==> src/rtl/btb_update_unit_pkg.sv <==
// Shared definitions for the BTB update unit: default widths, update
// opcodes, retire-compare result codes and the prediction record layout.
package btb_update_unit_pkg;

  localparam int W_PC_DEF   = 8;
  localparam int W_BTA_DEF  = 32;
  localparam int DEPTH_DEF  = 4;
  localparam int W_PC_FULL  = 32;

  localparam logic UPD_INSERT = 1'b1;
  localparam logic UPD_INVAL  = 1'b0;

  // Outcome of comparing the queue head with the resolved branch
  typedef enum logic [1:0] {
    RES_OK     = 2'd0,
    RES_INSERT = 2'd1,
    RES_INVAL  = 2'd2
  } res_e;

  // Record is packed as {pc, hit, bta}; bta sits in the low bits
  function automatic int rec_w(input int w_bta);
    return W_PC_FULL + 1 + w_bta;
  endfunction

endpackage

==> src/rtl/btb_update_unit_pred_fifo.sv <==
// In-order queue of fetch-stage predictions. Clear has priority over
// push/pop so a mispredict can discard every wrong-path record at once.
module btb_update_unit_pred_fifo #(
  parameter int W     = 65,
  parameter int DEPTH = 4
) (
  input  logic         clk,
  input  logic         reset_n,
  input  logic         push,
  input  logic         pop,
  input  logic         clear,
  input  logic [W-1:0] din,
  output logic [W-1:0] head,
  output logic         full,
  output logic         empty
);

  localparam int AW = $clog2(DEPTH);

  logic [AW-1:0] r_wr_ptr;
  logic [AW-1:0] r_rd_ptr;
  logic [AW:0]   r_count;
  logic [W-1:0]  r_mem [DEPTH];

  // Storage array; no reset needed because count gates every read
  always_ff @(posedge clk) begin
    if (push && !clear) r_mem[r_wr_ptr] <= din;
  end

  // Pointers wrap naturally since DEPTH is a power of two
  always_ff @(posedge clk or negedge reset_n) begin
    if (!reset_n) begin
      r_wr_ptr <= '0;
      r_rd_ptr <= '0;
      r_count  <= '0;
    end else if (clear) begin
      r_wr_ptr <= '0;
      r_rd_ptr <= '0;
      r_count  <= '0;
    end else begin
      if (push) r_wr_ptr <= r_wr_ptr + 1'b1;
      if (pop)  r_rd_ptr <= r_rd_ptr + 1'b1;
      case ({push, pop})
        2'b10:   r_count <= r_count + 1'b1;
        2'b01:   r_count <= r_count - 1'b1;
        default: r_count <= r_count;
      endcase
    end
  end

  assign head  = r_mem[r_rd_ptr];
  assign full  = (r_count == (AW+1)'(DEPTH));
  assign empty = (r_count == '0);

endmodule

==> src/rtl/btb_update_unit.sv <==
// Write-side companion of the BTB: queues predictions, retires them against
// resolved branches, flushes/redirects on mispredict and teaches the BTB.
module btb_update_unit
  import btb_update_unit_pkg::*;
#(
  parameter int W_PC  = W_PC_DEF,
  parameter int W_BTA = W_BTA_DEF,
  parameter int DEPTH = DEPTH_DEF
) (
  input  logic             clk,
  input  logic             reset_n,
  input  logic             f_valid,
  input  logic [31:0]      f_pc,
  input  logic             f_hit,
  input  logic [W_BTA-1:0] f_bta,
  input  logic             e_valid,
  input  logic             e_is_branch,
  input  logic             e_taken,
  input  logic [W_BTA-1:0] e_target,
  output logic             stall_f,
  output logic             flush_o,
  output logic [31:0]      redirect_pc,
  output logic             upd_valid,
  input  logic             upd_ready,
  output logic             upd_insert,
  output logic [W_PC-1:0]  upd_tag,
  output logic [W_BTA-1:0] upd_bta,
  output logic             underflow,
  output logic [15:0]      mispred_cnt
);

  localparam int REC_W   = rec_w(W_BTA);
  localparam int HIT_BIT = W_BTA;
  localparam int PC_LSB  = W_BTA + 1;

  logic [REC_W-1:0] w_head;
  logic [31:0]      w_head_pc;
  logic             w_head_hit;
  logic [W_BTA-1:0] w_head_bta;
  logic             w_full;
  logic             w_empty;
  logic             w_pop;
  logic             w_push;
  logic             w_mis;
  res_e             w_res;
  logic [31:0]      w_redir;

  assign w_head_pc  = w_head[PC_LSB +: 32];
  assign w_head_hit = w_head[HIT_BIT];
  assign w_head_bta = w_head[W_BTA-1:0];

  assign w_pop   = e_valid & ~w_empty;
  assign w_mis   = w_pop & (w_res != RES_OK);
  assign w_push  = f_valid & (~w_full | w_pop) & ~w_mis;
  assign stall_f = w_full & ~e_valid;

  btb_update_unit_pred_fifo #(
    .W     (REC_W),
    .DEPTH (DEPTH)
  ) u_fifo (
    .clk     (clk),
    .reset_n (reset_n),
    .push    (w_push),
    .pop     (w_pop),
    .clear   (w_mis),
    .din     ({f_pc, f_hit, f_bta}),
    .head    (w_head),
    .full    (w_full),
    .empty   (w_empty)
  );

  // Classify the head record against the resolved outcome (first match wins)
  always_comb begin
    w_res   = RES_OK;
    w_redir = '0;
    if (e_taken && !w_head_hit) begin
      w_res   = RES_INSERT;
      w_redir = 32'(e_target);
    end else if (e_taken && w_head_hit && (w_head_bta != e_target)) begin
      w_res   = RES_INSERT;
      w_redir = 32'(e_target);
    end else if (!e_taken && w_head_hit && e_is_branch) begin
      w_res   = RES_INVAL;
      w_redir = w_head_pc + 32'd4;
    end else if (!e_is_branch && w_head_hit) begin
      w_res   = RES_INVAL;
      w_redir = w_head_pc + 32'd4;
    end
  end

  // One-cycle flush/redirect and underflow pulses, registered off the pop edge
  always_ff @(posedge clk or negedge reset_n) begin
    if (!reset_n) begin
      flush_o     <= 1'b0;
      redirect_pc <= '0;
      underflow   <= 1'b0;
    end else begin
      flush_o   <= w_mis;
      underflow <= e_valid & w_empty;
      if (w_mis) redirect_pc <= w_redir;
    end
  end

  // Single holding register for BTB writes; a newer mispredict overwrites it
  always_ff @(posedge clk or negedge reset_n) begin
    if (!reset_n) begin
      upd_valid  <= 1'b0;
      upd_insert <= 1'b0;
      upd_tag    <= '0;
      upd_bta    <= '0;
    end else if (w_mis) begin
      upd_valid  <= 1'b1;
      upd_insert <= (w_res == RES_INSERT) ? UPD_INSERT : UPD_INVAL;
      upd_tag    <= w_head_pc[W_PC-1:0];
      upd_bta    <= (w_res == RES_INSERT) ? e_target : '0;
    end else if (upd_valid && upd_ready) begin
      upd_valid <= 1'b0;
    end
  end

  // Saturating mispredict counter
  always_ff @(posedge clk or negedge reset_n) begin
    if (!reset_n) begin
      mispred_cnt <= '0;
    end else if (w_mis && (mispred_cnt != 16'hFFFF)) begin
      mispred_cnt <= mispred_cnt + 16'd1;
    end
  end

endmodule
==> config.mk <==
export PLATFORM = sky130hd
export DESIGN_NAME = btb_update_unit
export DESIGN_NICKNAME = d
export VERILOG_FILES = /design/src/rtl/btb_update_unit_pkg.sv /design/src/rtl/btb_update_unit_pred_fifo.sv /design/src/rtl/btb_update_unit.sv
export SDC_FILE = /design/constraint.sdc
export NUM_CORES = 1
export LEC_CHECK = 0
export ABC_AREA = 1
export ABC_CLOCK_PERIOD_IN_PS = 7000
export CAP_MARGIN = 25
export CORE_MARGIN = 2
export CORE_UTILIZATION = 24
export DETAILED_ROUTE_END_ITERATION = 10
export GPL_ROUTABILITY_DRIVEN = 0
export GPL_TIMING_DRIVEN = 0
export PLACE_DENSITY = 0.46
export SYNTH_ARGS = -nofsm -noshare
export SYNTH_HDL_FRONTEND = slang
export SYNTH_SLANG_ARGS = --single-unit
==> constraint.sdc <==
create_clock -name clk -period 7 [get_ports clk]
set_clock_uncertainty 0.1 [all_clocks]
set_input_delay 0.7 -clock clk [delete_from_list [all_inputs] [get_ports clk]]
set_output_delay 0.7 -clock clk [all_outputs]
set_load 0.02 [all_outputs]
==> flow_summary.json, run 1 <==
{
  "status": "completed",
  "netlist.top_cell.by_area": "sky130_fd_sc_hd__edfxtp_1",
  "timing.final.max_slew_violations": 0,
  "count_of_nets_after_finishing": 2087,
  "synth-seq-area-share_pct": 62.9,
  "cts_hold_repair.buffers": 0,
  "die_area_sq_um": 70300,
  "fmaxAchievable_mhz": 220,
  "total_switching_power_mw": 3.56,
  "drt_drc_violations_left": 0,
  "post_synth_most_frequent_cells": "sky130_fd_sc_hd__nand2_1 (671), sky130_fd_sc_hd__edfxtp_1 (260), sky130_fd_sc_hd__nand3_1 (245), sky130_fd_sc_hd__nor2_1 (112), sky130_fd_sc_hd__inv_1 (106)",
  "distinct_cell_type_count_of_the_synthesized_netlist": 37,
  "timing.final.setup_violations": 0,
  "timing.final.crit_period_ns": 4.55,
  "numCtsBuffers": 43,
  "floorplan.die.height_microns": 265,
  "top_fanout_value_on_the_critical_path": 24,
  "grt_pass1_vias": 12509,
  "synth_top_area_share_pct": 47.7,
  "max-slew-margin-rel_pct": 36.9,
  "power.internal_mw": 5.24,
  "vdd_drop_max_v": 0.000188,
  "cts.reportedPaths.clkPinSlew_ns": 0.06,
  "drv.max_cap_violation_count": 0,
  "cp-start-kind": "flip-flop",
  "layout-area-overhead-vs-synth_pct": 28.9,
  "clock_power_share_pct": 24.6,
  "power.share.sequential_pct": 34.1,
  "yosysWarnings": 0,
  "gr_util_all_layers_pct": 16.0,
  "power_frac_comb_pct": 41.3,
  "power.share.switching_pct": 40.4,
  "post_cts_resized": 0,
  "place_inst": 2803,
  "register_bit_total_from_synthesis": 359,
  "arrival_ns": 4.70,
  "netlist_top_cells_area": "sky130_fd_sc_hd__edfxtp_1 (48%), sky130_fd_sc_hd__nand2_1 (15%), sky130_fd_sc_hd__dfrtp_1 (15%)",
  "die-width_microns": 265,
  "synth_fp_nets": 1834,
  "num_rows": 95,
  "total_leakage_power_nw": 8.68,
  "post_route_cells_drive_above_1_share_pct": 7.66,
  "grt_max_degree": 62,
  "clock_path_buffers": 3,
  "dr.first_iter.drc_count": 1193,
  "pwr_density_cell_nw_per_um2": 418,
  "route.vias.total": 12878,
  "synth-edff-count": 260,
  "clock_root_buffer_master": "sky130_fd_sc_hd__clkbuf_16",
  "htreeDepth": 2,
  "yosysMostFrequentCell": "sky130_fd_sc_hd__nand2_1",
  "synth_async_sr_flop_share_pct": 27.6,
  "gr-total-overflow": 0,
  "postSynth.topFlopCell": "sky130_fd_sc_hd__edfxtp_1",
  "final_antenna_net_count": 0,
  "mappedNetlistArea_sq_um": 16400,
  "number_of_top_level_design_ports": 197,
  "worstMarginPinSlew_ns": 0.944,
  "io_buffers": 196,
  "cts_tree": "yes",
  "timing.hold.worst.class": "in2async",
  "grt_antenna_before_repair": 5,
  "timing_hold_violations_final": 0,
  "crit_required_ns": 7.15,
  "drt-pass1-iter-count": 8,
  "finish.cell_count_without_fillers": 2884,
  "numClockSinks": 359,
  "hpwlAfterDp_microns": 42800,
  "post-route-util_pct": 31.3,
  "detail_routed_net_length_per_standard_cell_microns": 19.6,
  "syn_area_per_cell_sq_um": 9.50,
  "critPathKind": "reg2reg",
  "grt_setup_unrepaired": "no",
  "initial_core_util_pct": 24.3,
  "floorplan.core_area_sq_um": 67300,
  "period_share_pct": 65.0,
  "cts.repair_timing.setup_buffer_count": 0,
  "clkLatencyLatePin_ns": 0.58,
  "critPathCaptureType": "flip-flop",
  "vias_per_cell": 4.47,
  "grt_first_pass_wirelength_microns": 82700,
  "post_synth_inst_count": 1722,
  "postRouteWirelength_microns": 56700
}
==> per-layer routing <==
layer | part of all wire, % | vias to the layer above | track usage, %
met5 | 0.064 | - | 0
met4 | 2.6 | 6 | 4.83
met3 | 7.0 | 74 | 3.76
met2 | 45 | 394 | 24.9
met1 | 46 | 6169 | 22.1
li1 | - | 6235 | -
==> state kept, by name, summed over array words and instances (netlist names) <==
signal and count:
u_fifo.r_mem 260, redirect_pc 32, upd_bta 32, mispred_cnt 16, upd_tag 8, u_fifo.r_count 3
u_fifo.r_rd_ptr 2, u_fifo.r_wr_ptr 2, flush_o 1, underflow 1, upd_insert 1, upd_valid 1
==> area by class of cell <==
class                           count  area, sq um
Timing Repair Buffer              208         2220
Antenna cell                        1         2.50
Multi-Input combinational cell   1178         5270
Fill cell                        6945        46200
Inverter                          116          438
Clock buffer                       64         1260
Sequential cell                   359        10300
Tap cell                          873         1090
Clock inverter                     16          120
Buffer                             69          399
==> placed cells by master, fill, tap and decap left out, types with 2 or more instances in the layout <==
master                              n
sky130_fd_sc_hd__nor2_2             5
sky130_fd_sc_hd__nand2_2            2
sky130_fd_sc_hd__nand4_1           24
sky130_fd_sc_hd__buf_4             16
sky130_fd_sc_hd__nor2_4             4
sky130_fd_sc_hd__xor2_1            20
sky130_fd_sc_hd__inv_4              2
sky130_fd_sc_hd__clkinvlp_4         2
sky130_fd_sc_hd__nand3b_1          10
sky130_fd_sc_hd__buf_16             3
sky130_fd_sc_hd__clkinv_1           5
sky130_fd_sc_hd__clkbuf_16         46
sky130_fd_sc_hd__a21oi_1           12
sky130_fd_sc_hd__clkdlybuf4s50_1  195
sky130_fd_sc_hd__ha_1               7
sky130_fd_sc_hd__o22ai_1           13
sky130_fd_sc_hd__xnor2_1            9
sky130_fd_sc_hd__buf_12             9
sky130_fd_sc_hd__clkbuf_8           4
sky130_fd_sc_hd__nor3_1             8
sky130_fd_sc_hd__clkbuf_1          26
sky130_fd_sc_hd__buf_2             37
sky130_fd_sc_hd__o21ai_0           17
sky130_fd_sc_hd__clkinv_2           5
sky130_fd_sc_hd__inv_2              9
sky130_fd_sc_hd__nand2_1          671
sky130_fd_sc_hd__buf_6              5
sky130_fd_sc_hd__edfxtp_1         260
sky130_fd_sc_hd__nor2_1           108
sky130_fd_sc_hd__inv_1            106
sky130_fd_sc_hd__o211ai_1          10
sky130_fd_sc_hd__nand3_1          245
sky130_fd_sc_hd__dfrtp_1           99
==> cell families after synthesis <==
family                   share of synthesized area [%]
buffers and inverters                             5.12
adder cells (fa/ha/maj)                          0.658
AND/OR/NAND/NOR                                   27.6
flip-flops                                        62.9
XOR/XNOR                                          1.55
multiplexers                                    0.0612
AO/OA/AOI/OAI                                     2.14
==> worst max-delay path: stages, from the launching register on <==
cell and delay [ns]:
sky130_fd_sc_hd__dfrtp_1 0.44, sky130_fd_sc_hd__inv_2 0.16, sky130_fd_sc_hd__clkbuf_1 0.49, sky130_fd_sc_hd__nand2_1 0.12
sky130_fd_sc_hd__nand3_1 0.12, sky130_fd_sc_hd__nand3_1 0.08, sky130_fd_sc_hd__nand2_1 0.21, sky130_fd_sc_hd__nand2_1 0.09
sky130_fd_sc_hd__nor2_1 0.10, sky130_fd_sc_hd__nand2_1 0.05, sky130_fd_sc_hd__nor2_1 0.09, sky130_fd_sc_hd__nand3_1 0.15
sky130_fd_sc_hd__nand3_2 0.24, sky130_fd_sc_hd__nand2_4 0.17, sky130_fd_sc_hd__inv_4 0.16, sky130_fd_sc_hd__nand2_1 0.28
sky130_fd_sc_hd__nor2_4 0.81, sky130_fd_sc_hd__buf_12 0.29
==> metrics by stage <==
stage	hold slack [ns]	area (sq um)	total power [mW]	worst slack, ns	TNS (ns)
3_5_place_dp	0.366	19700	6.70	2.28	0
2_1_floorplan	0.304	16400	5.10	1.84	0
6_report	0.0363	21100	8.81	2.45	0
4_1_cts	0.0291	21100	8.89	2.41	0
3_3_place_gp	0.356	19400	6.65	-2.35	-590.74
5_1_grt	0.0512	21100	9.36	2.13	0
==> worst paths after layout <==
| kind | slack, ns | startpoint | end | depth (start not counted) |
|---|---|---|---|---|
| setup / recovery | 2.45 | u_fifo.r_rd_ptr[0]$_DFFE_PN0P_ | u_fifo.r_mem[0][41]$_DFFE_PP_ | 17 |
| hold / removal | 0.04 | reset_n | flush_o$_DFF_PN0_ | 1 |
| setup reg to reg | 2.45 | u_fifo.r_rd_ptr[0]$_DFFE_PN0P_ | u_fifo.r_mem[0][41]$_DFFE_PP_ | 17 |
| hold reg to reg | 0.37 | upd_tag[2]$_DFFE_PN0P_ | upd_tag[2]$_DFFE_PN0P_ | 2 |
| max in group asynchronous | 6.02 | reset_n | upd_bta[24]$_DFFE_PN0P_ | 2 |
| min in group clk | 0.37 | upd_tag[2]$_DFFE_PN0P_ | upd_tag[2]$_DFFE_PN0P_ | 2 |
==> power groups by stage <==
stage / Sequential (mW) / Clock, mW / Combinational (mW)
final: 3.00 / 2.16 / 3.64
after global routing: 3.04 / 2.31 / 4.01
after CTS: 3.01 / 2.21 / 3.67
after detailed placement: 3.05 / 0 / 3.65
after global placement: 3.10 / 0 / 3.55
after floorplan: 3.22 / 0 / 1.89
(Power assumes the default switching activity.)
==> inputs of run 2 (changes only) <==
--- a/config.mk
+++ b/config.mk
@@ -6,7 +6,7 @@
 export NUM_CORES = 1
 export LEC_CHECK = 0
 export ABC_AREA = 1
-export ABC_CLOCK_PERIOD_IN_PS = 7000
+export ABC_CLOCK_PERIOD_IN_PS = 4730
 export CAP_MARGIN = 25
 export CORE_MARGIN = 2
 export CORE_UTILIZATION = 24
==> constraint.sdc (replaced) <==
create_clock -name clk -period 4.73 [get_ports clk]
set_clock_uncertainty 0.1 [all_clocks]
set_input_delay 0.473 -clock clk [delete_from_list [all_inputs] [get_ports clk]]
set_output_delay 0.473 -clock clk [all_outputs]
set_load 0.02 [all_outputs]
==> run 2 against run 1 <==
Effect of this change:
- non-clock buffer count is 1 higher
- sequential share of layout area about the same
- count of clock-buffer cells in the layout did not move
- final cell count barely moved
- global-route usage unchanged
- largest power group unchanged
- sequential power rose by 48%
- maximum frequency grew 5.4%
==> flow_summary.json, run 2 (synthesis gave the netlist of run 1 again) <==
{
  "total_leakage_power_nw": 8.69,
  "clock_path_buffers": 3,
  "io_buffers": 196,
  "max-slew-margin-rel_pct": 37.1,
  "num_rows": 95,
  "clkLatencyLatePin_ns": 0.58,
  "layout_common_cells": "sky130_fd_sc_hd__nand2_1 (670), sky130_fd_sc_hd__edfxtp_1 (260), sky130_fd_sc_hd__nand3_1 (245)",
  "hpwlAfterDp_microns": 42800,
  "final_antenna_net_count": 0,
  "grt_antenna_before_repair": 5,
  "critPathKind": "reg2reg",
  "initial_core_util_pct": 24.3,
  "most_frequent_standard_cell_in_the_layout_excluding_fill_and_tap_cells": "sky130_fd_sc_hd__nand2_1",
  "post-route-util_pct": 31.4,
  "worstMarginPinSlew_ns": 0.942,
  "numClockSinks": 359,
  "postRouteWirelength_microns": 57100,
  "top_fanout_value_on_the_critical_path": 10,
  "gr_util_all_layers_pct": 16.0,
  "post_route_cells_drive_above_1_share_pct": 7.85,
  "fmaxAchievable_mhz": 232,
  "die_area_sq_um": 70300,
  "grt_max_degree": 62,
  "crit_required_ns": 5.12,
  "period_share_pct": 91.3,
  "drt-pass1-iter-count": 5,
  "crit-reg2reg-capture": "u_fifo.r_count[2]$_DFFE_PN0P_",
  "grt_first_pass_wirelength_microns": 82700,
  "place_inst": 2803,
  "vias_per_cell": 4.47,
  "rr_startpoint": "u_fifo.r_rd_ptr[1]$_DFFE_PN0P_",
  "htreeDepth": 2,
  "clock_root_buffer_master": "sky130_fd_sc_hd__clkbuf_16",
  "pwr_density_cell_nw_per_um2": 619,
  "detail_routed_net_length_per_standard_cell_microns": 19.8,
  "cts.reportedPaths.clkPinSlew_ns": 0.06,
  "timing.hold.worst.class": "in2async",
  "gr-total-overflow": 0,
  "floorplan.core_area_sq_um": 67300,
  "timing.final.setup_violations": 0,
  "r2r_slack_ns": 0.41,
  "r2r.worst_path.cells": 19,
  "vdd_drop_max_v": 0.000278,
  "worstSetupStartpoint": "u_fifo.r_rd_ptr[1]$_DFFE_PN0P_",
  "grt_setup_unrepaired": "no",
  "setup_tns_ns": 0,
  "timing.final.max_slew_violations": 0,
  "cp-start-kind": "flip-flop",
  "die-width_microns": 265,
  "arrival_ns": 4.70,
  "cts.repair_timing.setup_buffer_count": 0,
  "floorplan.die.height_microns": 265,
  "timing_hold_violations_final": 0,
  "critPathCaptureType": "flip-flop",
  "drt_drc_violations_left": 0,
  "layout-area-overhead-vs-synth_pct": 29.0,
  "largest_register_by_flop_count": "u_fifo.r_mem",
  "endpoint": "u_fifo.r_count[2]$_DFFE_PN0P_",
  "grt_pass1_vias": 12509,
  "number_of_top_level_design_ports": 197,
  "finish.cell_count_without_fillers": 2886,
  "route.vias.total": 12896,
  "timing.final.crit_period_ns": 4.32,
  "status": "completed",
  "largest_registers": "u_fifo.r_mem (260), redirect_pc (32), upd_bta (32)",
  "finalWorstSetupSlack_ns": 0.411,
  "dr.first_iter.drc_count": 1070,
  "numCtsBuffers": 43,
  "largest_reg_flops": 260,
  "count_of_nets_after_finishing": 2089,
  "cts_tree": "yes",
  "drv.max_cap_violation_count": 0,
  "placement.setup.worst_slack_ns": 0.175
}
==> run 2: cell types whose count changed in the layout (fill, tap and decap cells not counted), sizes merged <==
cell / previous run / this run
dlygate4sd3: 0 / 1
nor2: 117 / 118
==> run 2: power breakdown <==
group	internal, mW	switching, mW	total (mW)
Clock	1.90	1.30	3.21
Combinational	1.78	3.63	5.41
Sequential	4.08	0.359	4.44
Total	7.76	5.29	13.1
==> run 2: critical path: stages (launching register included) <==
cell,delay (ns)
sky130_fd_sc_hd__dfrtp_1,0.35
sky130_fd_sc_hd__buf_4,0.18
sky130_fd_sc_hd__inv_2,0.13
sky130_fd_sc_hd__buf_2,0.34
sky130_fd_sc_hd__nand3_1,0.12
sky130_fd_sc_hd__nand2_1,0.09
sky130_fd_sc_hd__xor2_1,0.36
sky130_fd_sc_hd__nand3_1,0.13
sky130_fd_sc_hd__nor2_1,0.12
sky130_fd_sc_hd__nand3_1,0.16
sky130_fd_sc_hd__nand3_2,0.25
sky130_fd_sc_hd__nand2_4,0.17
sky130_fd_sc_hd__inv_4,0.16
sky130_fd_sc_hd__nand2_2,0.24
sky130_fd_sc_hd__ha_1,0.33
sky130_fd_sc_hd__fa_1,0.40
sky130_fd_sc_hd__a21oi_1,0.17
sky130_fd_sc_hd__o21ai_0,0.14
sky130_fd_sc_hd__xor2_1,0.16
sky130_fd_sc_hd__nor2_1,0.11
==> run 2: what timing repair did <==
| action | in CTS | in global routing |
|---|---|---|
| endpoints found under the setup margin | 0 | 47 |
| gates resized for setup | 0 | 5 |
| endpoints found under the hold margin | 38 | 0 |
| hold buffers | 1 | 0 |
==> run 2: cell type report <==
class	count	area [sq um]
clock inverter	16	120
tap	873	1090
antenna	1	2.50
clock buffer	64	1260
fill	6944	46200
multi-input combinational	1179	5280
buffer	69	402
sequential	359	10300
timing repair buffer	209	2230
inverter	116	438
==> run 2: how the worst min path moves through the flow <==
stage	cells after the start	startpoint	to
floorplan	0	reset_n	flush_o$_DFF_PN0_
global placement	2	upd_bta[31]$_DFFE_PN0P_	upd_bta[31]$_DFFE_PN0P_
detailed placement	2	upd_tag[2]$_DFFE_PN0P_	upd_tag[2]$_DFFE_PN0P_
CTS	2	reset_n	flush_o$_DFF_PN0_
global route	2	reset_n	u_fifo.r_count[2]$_DFFE_PN0P_
finish	2	reset_n	flush_o$_DFF_PN0_
==> run 2: metal layers <==
layer | global-route usage [%] | vias up | share of wire [%]
li1 | - | 6242 | -
met1 | 22.1 | 6160 | 46
met2 | 24.9 | 412 | 44
met3 | 3.76 | 76 | 7.1
met4 | 4.83 | 6 | 2.6
met5 | 0 | - | 0.063
==> run 2: metrics by stage <==
stage	hold slack (ns)	instance area, sq um	power, mW
2_1_floorplan	0.0774	16400	7.55
3_3_place_gp	0.356	19400	9.85
3_5_place_dp	0.366	19700	9.91
4_1_cts	0.347	21100	13.2
5_1_grt	0.372	21100	13.9
6_report	0.357	21100	13.1
